[src/rtl/lcd_sequencer.sv]
// -----------------------------------------------------------------------------
// lcd_sequencer
//
// Purpose:
//   Command sequencer in front of an HD44780-style LCD send FSM. After reset it
//   waits out the LCD power-up time, then plays the six-entry init command ROM.
//   Once init completes it serves host requests one at a time with fixed
//   priority: clear display, then cursor position, then character write. It
//   owns the dataReady/dataDone handshake and every inter-command delay.
//
// Ports:
//   int_osc    in   1  system clock
//   reset      in   1  synchronous, active-low reset
//   clr_req    in   1  clear-display request, held until clr_ack
//   clr_ack    out  1  one-cycle pulse, clear accepted
//   pos_req    in   1  set-DDRAM-address request, held until pos_ack
//   pos_addr   in   7  DDRAM address, sampled on acceptance
//   pos_ack    out  1  one-cycle pulse, position accepted
//   wr_req     in   1  character-write request, held until wr_ack
//   wr_char    in   8  character code, sampled on acceptance
//   wr_ack     out  1  one-cycle pulse, write accepted
//   busy       out  1  high whenever the sequencer is not idle
//   init_done  out  1  high once the init sequence has completed
//   dataReady  out  1  one-cycle start pulse to the send FSM
//   RS         out  1  register select to the send FSM
//   RW         out  1  read/write to the send FSM, always write (0)
//   dataOut    out  8  command/data byte to the send FSM
//   dataDone   in   1  one-cycle completion pulse from the send FSM
//
// State table:
//   state        | meaning
//   S_PWR_WAIT   | power-up settling delay after reset
//   S_INIT_SEND  | load the next init ROM entry into RS/dataOut
//   S_IDLE       | init done, waiting for a host request
//   S_SEND       | dataReady (and host ack) pulse, one cycle
//   S_WAIT_DONE  | waiting for the send FSM to finish, no timeout
//   S_DELAY      | post-command execution delay
// -----------------------------------------------------------------------------
module lcd_sequencer #(
    parameter int POWERUP_CYCLES    = 720000,
    parameter int CMD_WAIT_CYCLES   = 2000,
    parameter int CLEAR_WAIT_CYCLES = 80000
) (
    input  logic       int_osc,
    input  logic       reset,
    input  logic       clr_req,
    output logic       clr_ack,
    input  logic       pos_req,
    input  logic [6:0] pos_addr,
    output logic       pos_ack,
    input  logic       wr_req,
    input  logic [7:0] wr_char,
    output logic       wr_ack,
    output logic       busy,
    output logic       init_done,
    output logic       dataReady,
    output logic       RS,
    output logic       RW,
    output logic [7:0] dataOut,
    input  logic       dataDone
);

    localparam int MAX_AB  = (POWERUP_CYCLES > CMD_WAIT_CYCLES) ? POWERUP_CYCLES : CMD_WAIT_CYCLES;
    localparam int MAX_CYC = (MAX_AB > CLEAR_WAIT_CYCLES) ? MAX_AB : CLEAR_WAIT_CYCLES;
    localparam int CNT_W   = $clog2(MAX_CYC) + 1;

    localparam logic [CNT_W-1:0] C_PWR   = CNT_W'(POWERUP_CYCLES);
    localparam logic [CNT_W-1:0] C_CMD   = CNT_W'(CMD_WAIT_CYCLES);
    localparam logic [CNT_W-1:0] C_CLEAR = CNT_W'(CLEAR_WAIT_CYCLES);
    localparam logic [CNT_W-1:0] C_ONE   = CNT_W'(1);
    localparam logic [CNT_W-1:0] C_ZERO  = '0;

    localparam logic [2:0] LAST_INIT_IDX = 3'd5;

    typedef enum logic [2:0] {
        S_PWR_WAIT,
        S_INIT_SEND,
        S_IDLE,
        S_SEND,
        S_WAIT_DONE,
        S_DELAY
    } state_t;

    state_t           r_state;
    logic [CNT_W-1:0] r_cnt;
    logic [2:0]       r_idx;
    logic             r_init_done;
    logic             r_rs;
    logic [7:0]       r_data;
    logic             r_ready;
    logic             r_busy;
    logic [2:0]       r_ack;      // {clr, pos, wr}

    state_t           w_state_nxt;
    logic [CNT_W-1:0] w_cnt_nxt;
    logic [CNT_W-1:0] w_cnt_dec;
    logic             w_cnt_last;
    logic [2:0]       w_idx_nxt;
    logic             w_init_done_nxt;
    logic             w_rs_nxt;
    logic [7:0]       w_data_nxt;
    logic [2:0]       w_ack_nxt;
    logic             w_long_cmd;

    function automatic logic [7:0] init_rom(input logic [2:0] idx);
        logic [7:0] v;
        case (idx)
            3'd0, 3'd1, 3'd2: v = 8'h38;  // function set, 8-bit, 2 lines
            3'd3:             v = 8'h0C;  // display on, cursor off
            3'd4:             v = 8'h01;  // clear display
            3'd5:             v = 8'h06;  // entry mode, increment
            default:          v = 8'h00;
        endcase
        return v;
    endfunction

    // Down-counter saturates at zero; a timed state ends on the cycle the
    // counter shows 1, so a load of N gives exactly N cycles in the state.
    assign w_cnt_dec  = (r_cnt != C_ZERO) ? (r_cnt - C_ONE) : C_ZERO;
    assign w_cnt_last = (r_cnt <= C_ONE);

    // Clear and home need the long execution time regardless of RS.
    assign w_long_cmd = (r_data == 8'h01) || (r_data == 8'h02);

    always_comb begin
        w_state_nxt     = r_state;
        w_cnt_nxt       = r_cnt;
        w_idx_nxt       = r_idx;
        w_init_done_nxt = r_init_done;
        w_rs_nxt        = r_rs;
        w_data_nxt      = r_data;
        w_ack_nxt       = 3'b000;

        case (r_state)
            S_PWR_WAIT: begin
                w_cnt_nxt = w_cnt_dec;
                if (w_cnt_last) begin
                    w_state_nxt = S_INIT_SEND;
                end
            end

            S_INIT_SEND: begin
                w_rs_nxt    = 1'b0;
                w_data_nxt  = init_rom(r_idx);
                w_state_nxt = S_SEND;
            end

            S_IDLE: begin
                if (r_init_done) begin
                    if (clr_req) begin
                        w_rs_nxt    = 1'b0;
                        w_data_nxt  = 8'h01;
                        w_ack_nxt   = 3'b100;
                        w_state_nxt = S_SEND;
                    end else if (pos_req) begin
                        w_rs_nxt    = 1'b0;
                        w_data_nxt  = {1'b1, pos_addr};
                        w_ack_nxt   = 3'b010;
                        w_state_nxt = S_SEND;
                    end else if (wr_req) begin
                        w_rs_nxt    = 1'b1;
                        w_data_nxt  = wr_char;
                        w_ack_nxt   = 3'b001;
                        w_state_nxt = S_SEND;
                    end
                end
            end

            S_SEND: begin
                w_state_nxt = S_WAIT_DONE;
            end

            S_WAIT_DONE: begin
                if (dataDone) begin
                    w_cnt_nxt   = w_long_cmd ? C_CLEAR : C_CMD;
                    w_state_nxt = S_DELAY;
                end
            end

            S_DELAY: begin
                w_cnt_nxt = w_cnt_dec;
                if (w_cnt_last) begin
                    if (r_init_done) begin
                        w_state_nxt = S_IDLE;
                    end else begin
                        w_idx_nxt = r_idx + 3'd1;
                        if (r_idx == LAST_INIT_IDX) begin
                            w_init_done_nxt = 1'b1;
                            w_state_nxt     = S_IDLE;
                        end else begin
                            w_state_nxt = S_INIT_SEND;
                        end
                    end
                end
            end

            default: begin
                w_state_nxt = S_PWR_WAIT;
                w_cnt_nxt   = C_PWR;
            end
        endcase
    end

    // Outputs are registered from the next state so the send FSM, which is
    // combinational on RS/dataOut, only ever sees clean values.
    always_ff @(posedge int_osc) begin
        if (!reset) begin
            r_state     <= S_PWR_WAIT;
            r_cnt       <= C_PWR;
            r_idx       <= 3'd0;
            r_init_done <= 1'b0;
            r_rs        <= 1'b0;
            r_data      <= 8'h00;
            r_ready     <= 1'b0;
            r_busy      <= 1'b0;
            r_ack       <= 3'b000;
        end else begin
            r_state     <= w_state_nxt;
            r_cnt       <= w_cnt_nxt;
            r_idx       <= w_idx_nxt;
            r_init_done <= w_init_done_nxt;
            r_rs        <= w_rs_nxt;
            r_data      <= w_data_nxt;
            r_ready     <= (w_state_nxt == S_SEND);
            r_busy      <= (w_state_nxt != S_IDLE);
            r_ack       <= w_ack_nxt;
        end
    end

    assign clr_ack   = r_ack[2];
    assign pos_ack   = r_ack[1];
    assign wr_ack    = r_ack[0];
    assign busy      = r_busy;
    assign init_done = r_init_done;
    assign dataReady = r_ready;
    assign RS        = r_rs;
    assign RW        = 1'b0;
    assign dataOut   = r_data;

endmodule

[config.mk]
export PLATFORM = sky130hd
export DESIGN_NAME = lcd_sequencer
export DESIGN_NICKNAME = d
export VERILOG_FILES = /design/src/rtl/lcd_sequencer.sv
export SDC_FILE = /design/constraint.sdc
export NUM_CORES = 1
export LEC_CHECK = 0
export BUFFER_PORTS_ARGS = -buffer_cell sky130_fd_sc_hd__buf_2
export CORE_UTILIZATION = 61
export DETAILED_ROUTE_END_ITERATION = 6
export PLACE_DENSITY = 0.85
export SYNTH_ARGS = -nofsm -noshare
export SYNTH_HDL_FRONTEND = slang
export SYNTH_SLANG_ARGS = --single-unit
[constraint.sdc]
create_clock -name int_osc -period 3.98 [get_ports int_osc]
set_clock_uncertainty 0.15 [all_clocks]
set_input_delay 0.398 -clock int_osc [delete_from_list [all_inputs] [get_ports int_osc]]
set_output_delay 0.398 -clock int_osc [all_outputs]
set_load 0.02 [all_outputs]
==> reports/metrics.cfg, run 1 <==
[setup_path]
r2r-start=r_state[2]
worstSetupPathType=reg2reg
cp-end-kind=flip-flop
r2r-end=r_cnt[19]
reg2reg_slack_ns=1.43
worst_path_max_delay_cell=dfxtp_1
critPathLaunchType=flip-flop
path_buf_inv=0
path_depth=5
arrival_ns=2.66
path_delay_family=simple AND/OR/NAND/NOR gates
worstPathRequired_ns=4.09
cpPeakStageDelay_ns=0.64
rr_worst_depth=5
path_cells=or4b_2 > o21ai_1 > or3_1 > o221a_2 > a211o_1
endpoint=r_cnt[19]
path_max_fanout=17
worstSetupStartpoint=r_state[2]

[clock_network]
cts_buffers=5
cts_tree=built
clk_latency_ns=0.31
clock-sinks=42
ctsHoldBuffers=0
clk_path_buf_depth=2
clockRootBuffer=clkbuf_8
clkTransAtPathRegs_ns=0.09
post_cts_buffers=0
cts-htree-levels=2
post_cts_resized=0

[yosys]
syn_area_sq_um=2400
avgSynthCellArea_sq_um=8.54
yosysUniqueCellTypes=62
synth-seq-cells=42
synth_edf_count=0
yosysWarnings=0
async_flop_share_pct=0
synth-main-ff-cell=dfxtp_1
synth_seq_area_share_pct=35.0
netlist_instances=281
syn_nets=309

[pwr]
ir_worst_vdd_v=0.000292
power.density_nw_per_um2=341
leakagePower_nw=1.05

[sta]
relSlewSlack_pct=27.8
whs_ns=0.205
grt_setup_unrepaired=false
clock.fmax_mhz=392
hold_viol=0
worstMarginPinSlew_ns=1.08
setup_tns_ns=0
slew_viol_final=0
finalSetupViolations=0
fin_crit_sh_pct=64.1
fin_crit_ns=2.55

[worst_hold_path]
min-delay-start=wr_req
min_path_type=in2reg

[run_status]
outcome=completed

[place]
dp_hpwl_um=4030
place_area_sq_um=2560
gp_congestion=0.857
port_buffers=35

[die]
fp.dieW_um=64.7
fp.dieArea_sq_um=4190
num_rows=22
initial_utilization_pct=64.6
die_h_um=64.7
ios=37
core_area_sq_um=3720

[routing]
first_pass_iters=4
drt_iter0_markers=300
detail_route.wl_per_cell_um=15.9
ant_nets=0
vias=2262
drcViolationCount=0
wirelength_um=5690
via_per_inst=6.34

[grt]
grt_max_degree=21
antenna_found_initial=0
grt_util_all_layers_pct=30.1
overflow=0
grt_pass1_vias=2137
grt_pass1_wl_um=9760

[finish]
drive_above_1_share_pct=19.7
nFillCells=297
antennaDiodeCount=0
fin_area_sq_um=2670
area_delta_synth_final_pct=11.3
final_common_cell=dfxtp_1
fin_nets=336
multi_input_area_sq_um=1450
final_cell_mix=dfxtp_1, buf_2, nor2_1
regArea_sq_um=841

[flow_run]
maxCapViolations=0

[registers in the layout (all words and copies together), names as in the netlist]
register,count
r_cnt,21
init_done,1
r_state,3
dataOut,8
dataReady,1
r_idx,3
busy,1
RS,1
r_ack,3
[tightest hold or removal path: cells and delay by family]
family,cells,cell delay [ns]
AND/OR/NAND/NOR,2,0.11
buffers and inverters,1,0.11
[metrics by stage]
step,instances,utilization (%),total power [mW],setup slack (ns)
after floorplan,281,-,0.543,1.87
after global placement,349,69.0,0.567,1.51
after detailed placement,349,69.0,0.573,1.47
after CTS,357,71.9,0.906,1.46
after global routing,357,71.9,0.941,1.16
final,357,71.9,0.911,1.43
[cells by family after synthesis]
group,count (synthesis),synth area share (%)
multiplexers,6,2.50
AND/OR/NAND/NOR,112,28.1
buffers and inverters,25,4.64
XOR/XNOR,6,2.19
flip-flops,42,35.0
adder cells (fa/ha/maj),7,3.65
AO/OA/AOI/OAI,82,23.8
other,1,0.156
[routing by layer]
metal,track usage (%),share of wire (%),wire length [um]
met1,38.8,45,2540
met2,49.1,48,2740
met3,6.16,5.2,294
met4,11.1,1.9,107
met5,0,0,0
[Yosys cell counts, types with 4 or more instances]
| library cell | number | area share, % |
|---|---|---|
| a211oi_1 | 4 | 1.3 |
| a21o_1 | 4 | 1.3 |
| a21oi_1 | 23 | 4.8 |
| buf_2 | 5 | 1.0 |
| clkbuf_1 | 7 | 1.1 |
| dfxtp_1 | 42 | 35 |
| ha_1 | 7 | 3.6 |
| inv_1 | 10 | 1.6 |
| mux2i_1 | 6 | 2.5 |
| nand2_1 | 16 | 2.5 |
| nand3_1 | 12 | 2.5 |
| nor2_1 | 32 | 5.0 |
| nor3_1 | 7 | 1.5 |
| o211ai_1 | 5 | 1.6 |
| o21ai_0 | 13 | 2.7 |
| o221a_2 | 4 | 1.9 |
| or3_1 | 6 | 1.6 |
| or4_1 | 4 | 1.3 |
| xnor2_1 | 5 | 1.8 |
[power by group]
group	internal (mW)	leakage, nW	total (mW)	switching, mW
clock	0.187	0.0514	0.344	0.157
sequential	0.436	0.341	0.460	0.0243
combinational	0.0486	0.653	0.106	0.0578
total	0.672	1.05	0.911	0.239
[worst min path at each step]
stage                     cells after the start         to
after floorplan                               1  r_cnt[20]
after detailed placement                      1  r_cnt[20]
after global routing                          3   r_ack[0]
after global placement                        2         RS
final                                         3   r_ack[0]
after CTS                                     3   r_ack[0]
[layout make-up]
type	instances	share of cell area [%]
multi-input cells	214	54.2
flip-flops and latches	42	31.5
repair buffers	35	6.55
clock buffers	6	2.72
well taps	48	2.25
clock inverters	2	1.40
inverters	10	1.40
No activity file was read; power rests on OpenSTA's default activity.
==> run 2: changes to the inputs <==
--- a/config.mk
+++ b/config.mk
@@ -6,9 +6,9 @@
 export NUM_CORES = 1
 export LEC_CHECK = 0
 export BUFFER_PORTS_ARGS = -buffer_cell sky130_fd_sc_hd__buf_2
-export CORE_UTILIZATION = 61
+export CORE_UTILIZATION = 51
 export DETAILED_ROUTE_END_ITERATION = 6
-export PLACE_DENSITY = 0.85
+export PLACE_DENSITY = 0.76
 export SYNTH_ARGS = -nofsm -noshare
 export SYNTH_HDL_FRONTEND = slang
 export SYNTH_SLANG_ARGS = --single-unit
==> constraint.sdc (replaced) <==
create_clock -name int_osc -period 2.3 [get_ports int_osc]
set_clock_uncertainty 0.15 [all_clocks]
set_input_delay 0.23 -clock int_osc [delete_from_list [all_inputs] [get_ports int_osc]]
set_output_delay 0.23 -clock int_osc [all_outputs]
set_load 0.02 [all_outputs]
==> run 2 against run 1 <==
Global-route usage decreased by 6.5 points. Largest power group unchanged. Non-clock buffer count increased by 18. Clock-buffer cell count unchanged. Wire length decreased by 1.8%. The flow now finishes with violations (DRC). Via count decreased by 0.31%. Clock power increased by 35%. Utilization decreased by 8.7 points.
==> reports/metrics.cfg, run 2 (synthesis results as in run 1) <==
[sta]
fin_crit_ns=2.18
finalSetupViolations=0
fin_crit_sh_pct=94.7
setup_tns_ns=0
hold_viol=0
slew_viol_final=0
clock.fmax_mhz=459
grt_setup_unrepaired=false

[pwr]
ir_worst_vdd_v=0.000501
power.internal_mw=1.08
power.density_nw_per_um2=517
p_seq_share_pct=55.0
leakagePower_nw=1.13
switching_power_mw=0.373
swShare_pct=25.7
pwr-share-comb_pct=13.1
p_clk_share_pct=31.9

[worst_hold_path]
min-delay-start=wr_req
min_path_type=in2reg
holdPathStages=3
whs_endpoint=r_ack[0]

[grt]
grt_util_all_layers_pct=23.6
grt_max_degree=20
overflow=0
antenna_found_initial=0
grt_pass1_vias=2114
grt_pass1_wl_um=9430

[clock_network]
cts-htree-levels=2
clock-sinks=42
clk_path_buf_depth=2
clockRootBuffer=clkbuf_8
post_cts_buffers=0
cts_buffers=5
clk_latency_ns=0.29
ctsHoldBuffers=0
clkTransAtPathRegs_ns=0.07
cts_tree=built

[finish]
top_register=r_cnt
nFillCells=391
multi_input_area_sq_um=1460
fin_cells=377
drive_above_1_share_pct=25.2
regArea_sq_um=845
final_common_cell=dfxtp_1
area_delta_synth_final_pct=17.1
antennaDiodeCount=0
final_cell_mix=dfxtp_1, buf_2, nor2_1
largest_reg_flops=21
fin_nets=354

[die]
ios=37
fp.dieW_um=70.6
core_area_sq_um=4440
initial_utilization_pct=54.0
num_rows=24
fp.dieArea_sq_um=4990
die_h_um=70.6

[routing]
vias=2255
ant_nets=0
drt_iter0_markers=127
via_per_inst=5.98
detail_route.wl_per_cell_um=14.8
wirelength_um=5590
first_pass_iters=6
drcViolationCount=16

[place]
gp_congestion=0.886
dp_hpwl_um=4030
port_buffers=35
dp.cells=371

[setup_path]
r2r-end=r_cnt[5]
critPathLaunchType=flip-flop
rr_worst_depth=7
r2r-start=r_cnt[0]
path_max_fanout=12
worstPathRequired_ns=2.36
arrival_ns=2.24
reg2reg_slack_ns=0.12
worstSetupPathType=reg2reg
cp-end-kind=flip-flop

[run_status]
outcome=finished, violations left
violations=DRC

[flow_run]
maxCapViolations=0

==> run 2: cell types whose count changed in the layout (fill, tap and decap cells not counted) <==
| cell | previous run | this run |
|---|---|---|
| a21o_2 | 0 | 1 |
| clkbuf_1 | 1 | 0 |
| buf_12 | 0 | 1 |
| clkinvlp_4 | 1 | 0 |
| dfxtp_1 | 42 | 39 |
| bufinv_16 | 1 | 0 |
| dfxtp_2 | 0 | 3 |
| a21o_1 | 4 | 3 |
| buf_4 | 0 | 17 |
| clkbuf_8 | 5 | 6 |
| nor4b_4 | 0 | 1 |
| nor4b_2 | 1 | 0 |
==> run 2: power groups by stage <==
stage	registers (mW)	clock network (mW)	logic, mW
3_5_place_dp	0.812	0	0.183
2_1_floorplan	0.804	0	0.136
3_3_place_gp	0.809	0	0.179
5_1_grt	0.804	0.501	0.209
6_report	0.799	0.463	0.190
4_1_cts	0.795	0.475	0.184
==> run 2: repair_timing <==
item                                    in CTS  in global routing
hold endpoints to repair                     0                  0
gates resized for setup                      0                  5
endpoints found under the setup margin       0                  5
==> run 2: worst max-delay path by stage <==
stage                          from   endpoint  slack (ns)  cells past startpoint
after global routing      r_cnt[18]   r_cnt[4]       0.008                      6
final                      r_cnt[0]   r_cnt[5]        0.12                      7
after global placement     r_cnt[0]   r_cnt[5]        0.13                      7
after CTS                  r_cnt[0]   r_cnt[5]        0.03                      7
after floorplan            r_cnt[0]  r_cnt[19]        0.19                      8
after detailed placement   r_cnt[0]   r_cnt[5]        0.05                      7
==> run 2: worst max-delay path: stages (launching register included) <==
cell     delay, ns
dfxtp_2       0.37
inv_1         0.07
ha_1          0.25
nor4b_4       0.15
and2_1        0.18
a21o_2        0.27
or4_1         0.49
a31oi_1       0.17
==> run 2: routing by layer <==
layer | part of all wire, % | global-route usage (%)
met5 | 0 | 0
met4 | 0.48 | 6.44
met3 | 5.3 | 3.85
met2 | 49 | 43.6
met1 | 45 | 28.4
==> run 2: final cells by class <==
class | count | area share, %
Clock buffer | 6 | 2.94
Inverter | 10 | 1.34
Multi-Input combinational cell | 214 | 51.9
Sequential cell | 42 | 30.0
Tap cell | 52 | 2.31
Timing Repair Buffer | 53 | 11.5
==> run 2: stage by stage <==
stage | util, % | hold slack (ns) | instance area [sq um] | setup slack [ns] | total power [mW]
5_1_grt | 63.3 | 0.0707 | 2810 | 0.00796 | 1.51
3_5_place_dp | 61.1 | 0.305 | 2720 | 0.0519 | 0.994
3_3_place_gp | 61.1 | 0.306 | 2720 | 0.127 | 0.988
2_1_floorplan | - | 0.221 | 2400 | 0.191 | 0.940
4_1_cts | 63.0 | 0.0555 | 2800 | 0.0331 | 1.45
6_report | 63.3 | 0.0616 | 2810 | 0.121 | 1.45
